==> config.mk <==
export PLATFORM = sky130hd
export DESIGN_NAME = dram_port_arbiter
export DESIGN_NICKNAME = d
export VERILOG_FILES = /design/src/rtl/dram_port_arbiter_pkg.sv /design/src/rtl/dram_port_arbiter_rr_arb2.sv /design/src/rtl/dram_port_arbiter.sv
export SDC_FILE = /design/constraint.sdc
export NUM_CORES = 1
export LEC_CHECK = 0
export CORE_AREA = 2 2 231 233
export CTS_CLUSTER_SIZE = 14
export DETAILED_ROUTE_END_ITERATION = 10
export DIE_AREA = 0 0 233 235
export PLACE_DENSITY = 0.5
export SLEW_MARGIN = 10
export SYNTH_ARGS = -nofsm -noshare
export SYNTH_HDL_FRONTEND = slang
export SYNTH_HIERARCHICAL = 1
export SYNTH_SLANG_ARGS = --single-unit
==> constraint.sdc <==
create_clock -name core_clk -period 2.1 [get_ports core_clk]
set_input_delay 0.315 -clock core_clk [delete_from_list [all_inputs] [get_ports core_clk]]
set_output_delay 0.315 -clock core_clk [all_outputs]
set_load 0.01 [all_outputs]
==> src/rtl/dram_port_arbiter_pkg.sv <==
// Shared encodings and defaults for the two-port DRAM user-port arbiter.
package dram_port_arbiter_pkg;

  typedef enum logic [2:0] {
    ST_IDLE       = 3'd0,
    ST_ISSUE      = 3'd1,
    ST_WAIT_START = 3'd2,
    ST_WAIT_DONE  = 3'd3,
    ST_RESP       = 3'd4
  } arb_state_e;

  localparam logic PORT_CPU = 1'b0;
  localparam logic PORT_DMA = 1'b1;

  localparam int START_TIMEOUT_DEF = 64;

endpackage

==> src/rtl/dram_port_arbiter_rr_arb2.sv <==
// Two-input grant selection: round-robin against last_owner, or port 0 first.
module rr_arb2
  import dram_port_arbiter_pkg::*;
#(
  parameter int FIXED_PRIORITY = 0
) (
  input  logic [1:0] req,
  input  logic       last_owner,
  output logic       gnt_vld,
  output logic       gnt_idx
);

  always_comb begin
    gnt_vld = |req;
    gnt_idx = PORT_CPU;
    if (req == 2'b11)
      gnt_idx = (FIXED_PRIORITY != 0) ? PORT_CPU : ~last_owner;
    else if (req[1])
      gnt_idx = PORT_DMA;
  end

endmodule

==> src/rtl/dram_port_arbiter.sv <==
// Shares the single-command DRAM user port between the CPU and DMA requesters,
// one outstanding command at a time, with a sticky start-timeout flag.
module dram_port_arbiter
  import dram_port_arbiter_pkg::*;
#(
  parameter int ADDR_WIDTH     = 32,
  parameter int WDATA_WIDTH    = 32,
  parameter int RDATA_WIDTH    = 128,
  parameter int MASK_WIDTH     = 4,
  parameter int FIXED_PRIORITY = 0,
  parameter int START_TIMEOUT  = START_TIMEOUT_DEF
) (
  input  logic                   core_clk,
  input  logic                   core_rst_x,
  input  logic                   m0_req,
  input  logic                   m0_we,
  input  logic [ADDR_WIDTH-1:0]  m0_addr,
  input  logic [WDATA_WIDTH-1:0] m0_wdata,
  input  logic [MASK_WIDTH-1:0]  m0_mask,
  output logic                   m0_ack,
  output logic [RDATA_WIDTH-1:0] m0_rdata,
  input  logic                   m1_req,
  input  logic                   m1_we,
  input  logic [ADDR_WIDTH-1:0]  m1_addr,
  input  logic [WDATA_WIDTH-1:0] m1_wdata,
  input  logic [MASK_WIDTH-1:0]  m1_mask,
  output logic                   m1_ack,
  output logic [RDATA_WIDTH-1:0] m1_rdata,
  input  logic                   dram_calib,
  input  logic                   dram_busy,
  input  logic [RDATA_WIDTH-1:0] dram_rdata,
  output logic                   dram_rd_en,
  output logic                   dram_wr_en,
  output logic [ADDR_WIDTH-1:0]  dram_addr,
  output logic [WDATA_WIDTH-1:0] dram_wdata,
  output logic [MASK_WIDTH-1:0]  dram_mask,
  output logic                   o_err
);

  localparam int CNT_W = $clog2(START_TIMEOUT) + 1;

  arb_state_e             state, state_nxt;
  logic                   owner, we_r, last_owner, err_r;
  logic [ADDR_WIDTH-1:0]  addr_r;
  logic [WDATA_WIDTH-1:0] wdata_r;
  logic [MASK_WIDTH-1:0]  mask_r;
  logic [RDATA_WIDTH-1:0] rdata_r;
  logic [CNT_W-1:0]       cnt;
  logic                   gnt_vld, gnt_idx, start_ok, timeout_hit;

  rr_arb2 #(.FIXED_PRIORITY(FIXED_PRIORITY)) u_arb (
    .req        ({m1_req, m0_req}),
    .last_owner (last_owner),
    .gnt_vld    (gnt_vld),
    .gnt_idx    (gnt_idx)
  );

  assign start_ok    = gnt_vld & dram_calib & ~dram_busy;
  assign timeout_hit = (cnt == CNT_W'(START_TIMEOUT - 1));

  always_ff @(posedge core_clk or negedge core_rst_x) begin
    if (!core_rst_x) state <= ST_IDLE;
    else             state <= state_nxt;
  end

  // Command strobes and acks are decoded from state so reset kills them at once.
  always_comb begin
    state_nxt  = state;
    dram_rd_en = 1'b0;
    dram_wr_en = 1'b0;
    m0_ack     = 1'b0;
    m1_ack     = 1'b0;
    case (state)
      ST_IDLE:       if (start_ok) state_nxt = ST_ISSUE;
      ST_ISSUE: begin
        dram_rd_en = ~we_r;
        dram_wr_en = we_r;
        state_nxt  = ST_WAIT_START;
      end
      ST_WAIT_START: begin
        if (dram_busy)        state_nxt = ST_WAIT_DONE;
        else if (timeout_hit) state_nxt = ST_RESP;
      end
      ST_WAIT_DONE:  if (!dram_busy) state_nxt = ST_RESP;
      ST_RESP: begin
        m0_ack    = (owner == PORT_CPU);
        m1_ack    = (owner == PORT_DMA);
        state_nxt = ST_IDLE;
      end
      default:       state_nxt = ST_IDLE;
    endcase
  end

  always_ff @(posedge core_clk or negedge core_rst_x) begin
    if (!core_rst_x) begin
      owner      <= PORT_CPU;
      we_r       <= 1'b0;
      addr_r     <= '0;
      wdata_r    <= '0;
      mask_r     <= '0;
      rdata_r    <= '0;
      cnt        <= '0;
      err_r      <= 1'b0;
      last_owner <= PORT_DMA;
    end else begin
      case (state)
        ST_IDLE: if (start_ok) begin
          owner <= gnt_idx;
          if (gnt_idx == PORT_DMA) begin
            we_r    <= m1_we;
            addr_r  <= m1_addr;
            wdata_r <= m1_wdata;
            mask_r  <= m1_mask;
          end else begin
            we_r    <= m0_we;
            addr_r  <= m0_addr;
            wdata_r <= m0_wdata;
            mask_r  <= m0_mask;
          end
        end
        ST_ISSUE: cnt <= '0;
        ST_WAIT_START: if (!dram_busy) begin
          if (timeout_hit) begin
            err_r   <= 1'b1;
            rdata_r <= '0;
          end else begin
            cnt <= cnt + 1'b1;
          end
        end
        ST_WAIT_DONE: if (!dram_busy && !we_r) rdata_r <= dram_rdata;
        ST_RESP: last_owner <= owner;
        default: ;
      endcase
    end
  end

  assign dram_addr  = addr_r;
  assign dram_wdata = wdata_r;
  assign dram_mask  = mask_r;
  assign m0_rdata   = rdata_r;
  assign m1_rdata   = rdata_r;
  assign o_err      = err_r;

endmodule

==> impl_metrics.toml <==
[global_route]
antenna_found_initial = 7
grt_usage = 0.144
grt_pass1_wl_um = 58600
grt_pass1_vias = 8241
overflow = 0
grt_max_degree = 60

[cts]
cts_setup_buffers = 0
cts_max_level = 1
clk_pin_slew_ns = 0.06
cts_buffers = 26
cts_tree = "done"
insertion_delay_ns = 0.55
clock_path_buffers = 3
cts.sinks = 210
cts-root-buf = "clkbuf_16"

[route]
dr.max_layer_used = "met5"
routedWlPerCell_um = 20.6
ant_nets = 0
drt-total-wl_um = 41000
routed-wl-met2_um = 20100
drt_iter0_markers = 332
wirelength_met1_um = 15800
drc = 0
met3_wirelength_um = 3930
vias_per_cell = 4.00
drt_first_pass_iters = 4
dr_total_vias = 7962

[synth]
synth_top_area_cell = "dfrtp_1"
synthArstFlopShare = 1.00
syn_nets = 1061
synth_edf_count = 0
ys.flop_type = "dfrtp_1"
syn_area_sq_um = 9380
synth-seq-area-share = 0.560
synth_seq_cells = 210
ys_warn_count = 6
synth.distinct_cells = 41
syn_inst = 788
synth_top_area_share = 0.557
synth_area_per_cell_sq_um = 11.9
ys_top_cells_by_area = "dfrtp_1 56%, a22o_1 12%, buf_4 10%, mux2i_1 7.4%, nand2_1 3.0%"

[die]
die_y_um = 235
start_util = 0.180
die_w_um = 233
num_rows = 84
core_sq_um = 52200
io_pins = 601
dieArea_sq_um = 54800

[sta]
drv_slew = 0
hold_violations = 0
layout_min_cycle_time_ns = 2.03
clock.fmax_ghz = 0.492
slew_headroom = 0.661
clock-skew-final_ns = 0.0227
setup_viol = 0
setup_ws_ns = 0.0658
worst_pin_slew_ns = 0.510
grt_setup_unrepaired = "no"
finalCritPeriodShare = 0.969

[place]
hpwl_um = 32900
place_inst = 1941
place_area_sq_um = 15400
port-buffer-count = 600
pre_cts_slack_ns = -0.113
place.gp.congestion = 0.811

[critical_path]
crit_start = "m0_rdata[27]"
crit_path_end = "m1_rdata[27]"
critPathTopFamily = "buffers and inverters"
r2r-end = "m0_rdata[31]"
cp-start-kind = "flip-flop"
worst-r2r-setup-slack_ns = 0.16
timing.rr.start = "state[0]"
crit_slowest_cell = "clkdlybuf4s50_1"
critPathCaptureType = "output port"
ff2ff_path_depth = 5
slowest_delay_ns = 0.74
worstPathArrival_ns = 1.72
crit_type = "flip-flop to output port"
critPathBufInv = 1
path_cells = "clkdlybuf4s50_1"
crit_fanout = 3
worstSetupPathDepth = 1
crit_required_ns = 1.78

[cells_and_area]
finalInstanceArea_sq_um = 16300
post-route-util = 0.313
layout_common_cells = "591 x clkdlybuf4s50_1, 207 x dfrtp_1, 128 x a22o_1, 75 x nand2_1, 69 x mux2i_1"
final_common_cell = "clkdlybuf4s50_1"
area_growth_pct = 74.1
num_antenna_cells = 0
drive_gt1_frac = 0.0822
nets = 1555
final_cells = 1989

[power_and_ir_drop]
power_density_nw_per_um2 = 1500
cellLeakagePower_uw = 0.00708
power.total_uw = 24400
irDropWorstVdd_mv = 0.501

[job]
maxCapViolCount = 0

[hold_path]
holdCritPathClass = "primary input to async pin"

[status]
outcome = "finished, final reports clean"
==> Yosys cell counts (2+ instances only) <==
master       n
buf_4      128
buf_8       10
nand2b_1     2
buf_2        5
or2_1        3
buf_6        4
clkbuf_1    29
nand4_1      3
o21ai_1     50
nor3_1       2
o21ai_0     22
dfrtp_1    209
and3_1       2
nand3_1      4
inv_1        3
mux2i_1     69
nor2_1       9
nand2_1     75
a22o_1     128
a21oi_1      5
buf_1        5
o2bb2ai_1    2
==> registers in the layout, summed over array words and instances (netlist names) <==
signal and cells:
owner 1, state 3, o_err 1, dram_wdata 32
m0_rdata 128, cnt 7, dram_mask 4, last_owner 1
dram_addr 32, we_r 1
==> repair_timing <==
action / CTS / global route
endpoints found under the setup margin: 8 / 4
hold buffers: 1 / 0
endpoints found under the hold margin: 31 / 0
cloned: 0 / 0
gates resized for setup: 17 / 4
==> worst min-delay path by stage <==
stage,slack (ns),from,to
finish,0.24,core_rst_x,dram_wdata[18]
global route,0.25,core_rst_x,dram_wdata[18]
CTS,0.24,core_rst_x,dram_wdata[18]
detailed placement,0.24,core_rst_x,dram_wdata[18]
global placement,0.24,core_rst_x,dram_wdata[18]
floorplan,0.02,core_rst_x,cnt[0]
==> power breakdown <==
group / internal, uW / switching, uW / total, uW / leakage (uW)
registers: 6010 / 1840 / 7850 / 0.00264
clock network: 2780 / 1750 / 4530 / 0.000435
logic: 7200 / 4860 / 12100 / 0.00401
total: 16000 / 8450 / 24400 / 0.00708
==> cell families after synthesis <==
| family | after synthesis | synth area share |
|---|---|---|
| xor+xnor | 1 | 0.000934 |
| mux | 70 | 0.0748 |
| buf+inv | 185 | 0.143 |
| fa+ha+maj | 1 | 0.00133 |
| flops | 210 | 0.560 |
| compound gates | 213 | 0.169 |
| simple gates | 108 | 0.0512 |
==> metal layers <==
| metal | track usage | vias to the layer above |
|---|---|---|
| met5 | 0 | - |
| met4 | 0.0417 | 4 |
| met3 | 0.0450 | 57 |
| met2 | 0.254 | 419 |
| met1 | 0.166 | 3827 |
| li1 | - | 3655 |
==> stage by stage <==
step	hold slack, ns	TNS (ns)
floorplan	0.0194	0
global placement	0.236	-10.76
detailed placement	0.241	-9.83
CTS	0.238	0
global route	0.249	0
finish	0.244	0
==> cell type report <==
class,instances,area [sq um]
clock buffer,42,822
clock inverter,5,53.8
fill,5387,35900
inverter,3,11.3
multi-input combinational,393,2820
sequential,210,5260
tap,688,861
timing repair buffer,648,6510
Note: power is estimated with default switching activity, not from simulation.
